==> src/rtl/fetch_stage.sv <==
// Instruction fetch stage: drives the I-cache request, buffers a
// response that the stalled IF/ID buffer cannot take, and drains redirects.
module fetch_stage #(
  parameter logic [15:0] RESET_PC = 16'h0000,
  parameter logic [15:0] NOP_WORD = 16'h0000
) (
  input  logic        clk,
  input  logic        reset_n,
  input  logic        stall,
  input  logic        redirect,
  input  logic [15:0] redirect_pc,
  output logic        icache_read,
  output logic [15:0] icache_address,
  input  logic [15:0] icache_rdata,
  input  logic        icache_resp,
  output logic        if_load,
  output logic        if_valid,
  output logic [15:0] if_instruction,
  output logic [15:0] if_pc
);

  typedef enum logic [1:0] {
    FETCH = 2'd0,
    HOLD  = 2'd1,
    DRAIN = 2'd2
  } state_t;

  state_t      state, state_n;
  logic [15:0] pc, pc_n;
  logic [15:0] hold_inst, hold_inst_n;
  logic [15:0] hold_pc, hold_pc_n;
  logic [15:0] tgt_pc, tgt_pc_n;
  logic [15:0] pc_inc;

  assign pc_inc = pc + 16'd2;

  // State and fetch registers; reset abandons any transaction in flight
  always_ff @(posedge clk) begin
    if (!reset_n) begin
      state     <= FETCH;
      pc        <= RESET_PC;
      hold_inst <= NOP_WORD;
      hold_pc   <= 16'h0000;
      tgt_pc    <= 16'h0000;
    end else begin
      state     <= state_n;
      pc        <= pc_n;
      hold_inst <= hold_inst_n;
      hold_pc   <= hold_pc_n;
      tgt_pc    <= tgt_pc_n;
    end
  end

  // Next-state and output decode; redirect overrides the delivered word
  always_comb begin
    state_n        = state;
    pc_n           = pc;
    hold_inst_n    = hold_inst;
    hold_pc_n      = hold_pc;
    tgt_pc_n       = tgt_pc;
    icache_read    = 1'b0;
    icache_address = pc;
    if_load        = 1'b0;
    if_valid       = 1'b0;
    if_instruction = NOP_WORD;
    if_pc          = 16'h0000;
    if (reset_n) begin
      if (redirect) begin
        if_pc   = redirect_pc;
        if_load = !stall;
      end
      unique case (state)
        FETCH: begin
          icache_read = 1'b1;
          if (redirect) begin
            if (icache_resp) begin
              pc_n = redirect_pc;
            end else begin
              tgt_pc_n = redirect_pc;
              state_n  = DRAIN;
            end
          end else if (icache_resp) begin
            if_valid       = 1'b1;
            if_instruction = icache_rdata;
            if_pc          = pc_inc;
            if_load        = !stall;
            pc_n           = pc_inc;
            if (stall) begin
              hold_inst_n = icache_rdata;
              hold_pc_n   = pc_inc;
              state_n     = HOLD;
            end
          end
        end
        HOLD: begin
          if (redirect) begin
            pc_n    = redirect_pc;
            state_n = FETCH;
          end else begin
            if_valid       = 1'b1;
            if_instruction = hold_inst;
            if_pc          = hold_pc;
            if_load        = !stall;
            if (!stall) state_n = FETCH;
          end
        end
        DRAIN: begin
          icache_read = 1'b1;
          if (redirect) begin
            if (icache_resp) begin
              pc_n    = redirect_pc;
              state_n = FETCH;
            end else begin
              tgt_pc_n = redirect_pc;
            end
          end else if (icache_resp) begin
            pc_n    = tgt_pc;
            state_n = FETCH;
          end
        end
        default: state_n = FETCH;
      endcase
    end
  end

endmodule

==> config.mk <==
export PLATFORM = sky130hd
export DESIGN_NAME = fetch_stage
export DESIGN_NICKNAME = d
export VERILOG_FILES = /design/src/rtl/fetch_stage.sv
export SDC_FILE = /design/constraint.sdc
export NUM_CORES = 1
export LEC_CHECK = 0
export CORE_MARGIN = 3
export CORE_UTILIZATION = 45
export DETAILED_ROUTE_END_ITERATION = 8
export PLACE_DENSITY_LB_ADDON = 0.05
export SYNTH_ARGS = -nofsm -noshare
export SYNTH_HDL_FRONTEND = slang
export SYNTH_SLANG_ARGS = --single-unit
==> constraint.sdc <==
create_clock -name clk -period 2.8 [get_ports clk]
set_clock_uncertainty 0.1 [all_clocks]
set_input_delay 0.28 -clock clk [delete_from_list [all_inputs] [get_ports clk]]
set_output_delay 0.28 -clock clk [all_outputs]
set_load 0.1 [all_outputs]
After elaboration in Yosys (flattened, before gate mapping)
Index checks and enable logic that the tools add are counted.
{"block": "totals", "regBits": 66, "latch_bits": 0, "mem_bits_rw": 0, "romBits": 0, "input_bits": 37, "out_inout_bits": 51, "word_cells": 64, "n_memories": 0}
{"block": "classes", "add_sub_neg": 1, "mul": 0, "div_mod_pow": 0, "magnitude_cmp": 0, "eq_ne": 9, "n_shift": 0, "muxes": 39, "bitwise": 2, "n_reduce_logical": 8}
{"operator": "16-bit 2-to-1 mux", "n": 15}
{"operator": "16-bit case mux with 2 select lines", "n": 2}
{"operator": "16-bit case mux with 3 select lines", "n": 1}
{"operator": "16-bit by 2-bit adder with 16-bit output (second input constant)", "n": 1}
{"operator": "3-bit inequality test (second input constant)", "n": 5}
{"operator": "2-bit 2-to-1 mux", "n": 7}
{"operator": "1-bit 2-to-1 mux", "n": 11}
{"operator": "4-bit AND reduction", "n": 2}
{"operator": "2-bit case mux with 3 select lines", "n": 1}
{"operator": "5-bit AND reduction", "n": 1}
{"operator": "2-bit inequality test (second input constant)", "n": 2}
{"operator": "1-bit case mux with 2 select lines", "n": 2}
{"operator": "3-bit AND reduction", "n": 1}
{"operator": "3-bit nonzero test", "n": 1}
{"operator": "2-bit by 1-bit equality test with 1-bit output (second input constant)", "n": 1}
{"operator": "2-bit equality test (second input constant)", "n": 1}
{"operator": "2-bit logical NOT", "n": 1}
{"operator": "1-bit inverter", "n": 2}
{"operator": "2-bit OR reduction", "n": 1}
{"operator": "1-bit logical NOT", "n": 1}

Depth between registers and ports, before layout
{"block": "logic_depth", "word_depth": 6, "depth_mapped": 9, "depth_no_buf": 7}

Least setup slack after synthesis
Ideal clock, no wire load.
{"block": "synth_timing", "kind": "flip-flop to output port", "startpoint": "reg pc[1], in the netlist icache_address[1]", "endpoint": "out if_pc[5]", "t_arrival_ps": 3979, "required_time_ps": 2420, "slack_ps": -1559, "stages_incl_launch_ff": 6, "path_buffers": 0, "cell_sequence": "dfxtp_1 -> ha_1 -> nand3_1 -> xnor2_1 -> a22oi_1 -> o21ai_0"}
{"block": "synth_between", "elab_chain_len": 5}
{"element": "start, declared", "line_no": "29", "source": "logic [15:0] pc, pc_n;"}
{"element": "start signal, assigned", "line_no": "47", "source": "pc <= pc_n;"}
{"element": "16-bit by 2-bit adder with 16-bit output", "line_no": "35", "source": "assign pc_inc = pc + 16'd2;"}
{"element": "16-bit 2-to-1 mux", "line_no": "82", "source": "end else if (icache_resp) begin"}
{"element": "16-bit 2-to-1 mux", "line_no": "75", "source": "if (redirect) begin"}
{"element": "16-bit case mux with 2 select lines", "line_no": "72", "source": "unique case (state)"}
{"element": "16-bit 2-to-1 mux", "line_no": "67", "source": "if (reset_n) begin"}
{"element": "end, declared", "line_no": "19", "source": "output logic [15:0] if_pc"}
Every way passes these cells.

Final worst setup path
{"block": "layout_timing", "startpoint": "reg pc[1], in the netlist icache_address[1]", "endpoint": "out if_pc[15]"}
The elaborated chain is that of the path after synthesis.

==> impl_results.md <==
* Status: finished clean
* Area of the multi-input gates at around 2700 sq um
* Total power at roughly 0.0032 W
* Post-CTS Setup Repair Bufs at 0
* Top FF cell, synth: dfxtp_1
* RSZ-0062 raised after global routing: true
* Vias per cell at between 6 and 7
* Worst skew pair latency at about 0.35 ns
* Gate power share at between 30% and 40%
* Row count at 34
* Die area at around 10000 sq um
* Initial core utilization at between 40 and 50%
* Area share of the leading cell type in the synthesized netlist at 32.2%
* Chip width at 101 um
* Worst r2r src: state[0]$_SDFFE_PN0P_
* FFs w/ async S/R, synth at 0%
* Max Buffers Root-to-Sink at 2
* Switch share at ~42%
* Finish-stage setup viols at 0
* Filler Cell Count at 760
* Final Critical Period at between 2 and 3 ns
* Commonest cells post-synth: 108 x nand2_1, 66 x dfxtp_1, 66 x nor2_1
* Remaining global-route overflow at 0
* Core box area at 8810 sq um
* Worst-Margin Slew at between 0.6 and 0.7 ns
* Clk pwr share at between 20% and 30%
* Syn Nets at between 600 and 700
* Leakage at roughly 2.1 nW
* Synth area leaders: dfxtp_1 32%, nand2_1 9.9%, a21oi_1 7.4%
* Most frequent cell after synthesis: nand2_1
* Flop pwr share at roughly a third
* # H-tree levels at 3
* Mapped Area at around 4000 sq um
* CP Class: reg2out
* Max Slew Vio Count at 0
* #FFs+latches synth at 66
* Ant diodes at 0
* Via count at 4685
* Post-synth EDFFs at 0
* Final nets at 694
* Fin. Hold Viols at 0
* Hold_ws at approximately 0.35 ns
* # DRC at 0
* Worst setup SP type: register
* Number of global-route vias before repair at approximately 4200
* Maxcap violations at 0
* Worst-path fanout max at 9
* Slew margin rel. at 53.2%
* CTS Sinks at between 60 and 70
* Total wire length at ~14 mm
* GRT Util Overall at between 20% and 30%
* CTS tree: yes
* Crit path launch: icache_address[1]$_SDFFE_PN0P_
* DP Cell Count at 749
* Nature of the critical path endpoint: primary output
* First-pass GRT wire length at approximately 23 mm
* Ys Warns at 0
* # hold bufs at CTS at 0
* Register area at about 1300 sq um
* TritonCTS Buffers at 9
* Synthesized instance count at between 500 and 600
* Fmax at ~370 MHz
* Syn Area/Cell at between 7 and 8 sq um
* Initial DRT Pass Iterations at 5
* Synth-to-layout area growth at 41.8%
* IO Count at slightly below 90
* Post-synth top area cell: dfxtp_1
* Hold/Removal Path Class: reg2reg
* HPWL after detailed placement at a little over 10 mm
* Worst Reg-to-Reg Cells at 7
* Maximum VDD drop at ~0.25 mV
* Share of cells above drive strength 1 at ~22%
* Number of routed nets with antenna violations at 0
* Sequential cell area fraction in the yosys report at 32.2%
* CTS root buffer: clkbuf_8
* Clock slew at reported path FFs at around 0.07 ns
* Fin crit share at 95.8%
* Initial drt markers at approximately 300
* CP required at about 2.4 ns
* Pwr/cell area at 546 nW/um^2
* P_sw at approximately 0.0013 W
* I/O Buffers at 87
* Internal at between 0.0015 and 0.002 W
* Initial antenna violation count at 0
* Final GP Congestion at approximately 0.90
* DR WL/cell at 18.9 um
* Largest net degree at the start of global routing at 41
* Hold Path Stages at 2
* Post-Layout Cell Count at between 700 and 800
* Die height at 101 um
* Yosys cell types at 56
* Data arrival time of the critical path at 2.30 ns
* Hold Path Origin: hold_pc[0]$_SDFFE_PN0P_
-- worst paths after layout --
path                                                        to  slack [ns]
worst max register to register  icache_address[9]$_SDFFE_PN0P_        0.35
worst min register to register         hold_pc[0]$_SDFFE_PN0P_        0.35
worst max-delay path                                 if_pc[15]        0.12
worst min-delay path                   hold_pc[0]$_SDFFE_PN0P_        0.35
-- cells in the final DEF (no fill, tap or decap), types with 6 or more instances in the layout --
cell	synthesis	routed
nand2_1	108	108
a21oi_1	61	61
nor2_1	66	55
dfxtp_1	66	55
buf_4	2	41
buf_12	0	36
clkdlybuf4s50_1	0	35
o21ai_0	35	32
a22oi_1	20	20
nand3_1	19	18
inv_1	13	13
nor3_1	12	12
and3_1	11	11
dfxtp_2	0	11
clkbuf_8	0	10
mux2i_1	8	8
xnor2_1	8	7
o211ai_1	7	7
o22ai_1	7	7
nor2_2	0	6
nand4_1	6	6
-- repair_timing --
| action | 4_1_cts | 5_1_grt |
|---|---|---|
| gates resized for setup | 5 | 5 |
| endpoints found under the hold margin | 0 | 0 |
| pin swaps | 0 | 1 |
| endpoints found under the setup margin | 3 | 12 |
-- critical path: stages, from the launching register on --
cell	delay (ns)
dfxtp_2	0.47
ha_2	0.30
nand3_2	0.17
nor4_2	0.35
xnor2_1	0.29
o32ai_4	0.17
buf_12	0.20
-- per-stage QoR --
step | area [sq um] | setup TNS (ns) | util [%] | setup WS, ns
after CTS | 5790 | 0 | 65.7 | 0.0122
after detailed placement | 5570 | 0 | 63.2 | 0.206
after global routing | 5810 | -0.168 | 66.0 | -0.0435
final | 5810 | 0 | 66.0 | 0.119
after global placement | 5570 | 0 | 63.2 | 0.217
after floorplan | 4270 | -5.18 | - | -0.363
-- per-layer routing --
metal  up-vias  routed length [um]  share of wire [%]  global-route usage [%]
met1      2208                6620                 46                    43.6
li1       2218                   -                  -                       -
met4         0                 204                1.4                    6.85
met5         -                   0                  0                       0
met3        22                1270                8.8                    4.75
met2       237                6350                 44                    39.3
-- state kept, by name, summed over array words and instances, names as in the netlist --
| signal | count |
|---|---|
| icache_address | 16 |
| tgt_pc | 16 |
| hold_pc | 16 |
| hold_inst | 16 |
| state | 2 |
-- final cells by class --
| cell class | instances | share of cell area (%) |
|---|---|---|
| repair buffers | 113 | 23.8 |
| multi-input cells | 447 | 46.6 |
| inverters | 15 | 0.968 |
| clock inverters | 5 | 0.925 |
| flip-flops and latches | 66 | 23.0 |
| well taps | 108 | 2.32 |
| clock buffers | 11 | 2.43 |
-- cell families after synthesis --
kind of cell	synth area share, %
AND/OR/NAND/NOR	24.9
AO/OA/AOI/OAI	28.7
buffers and inverters	6.80
flip-flops	32.2
XOR/XNOR	2.78
multiplexers	3.05
adder cells (fa/ha/maj)	1.53
-- power by group through the flow --
stage	Clock, W	Combinational, W	Sequential, W
floorplan	0	0.000644	0.00131
global placement	0	0.00120	0.00113
detailed placement	0	0.00122	0.00113
CTS	0.000828	0.00123	0.00111
global route	0.000880	0.00130	0.00112
finish	0.000821	0.00124	0.00112
Note: power is estimated with default switching activity, not from simulation.
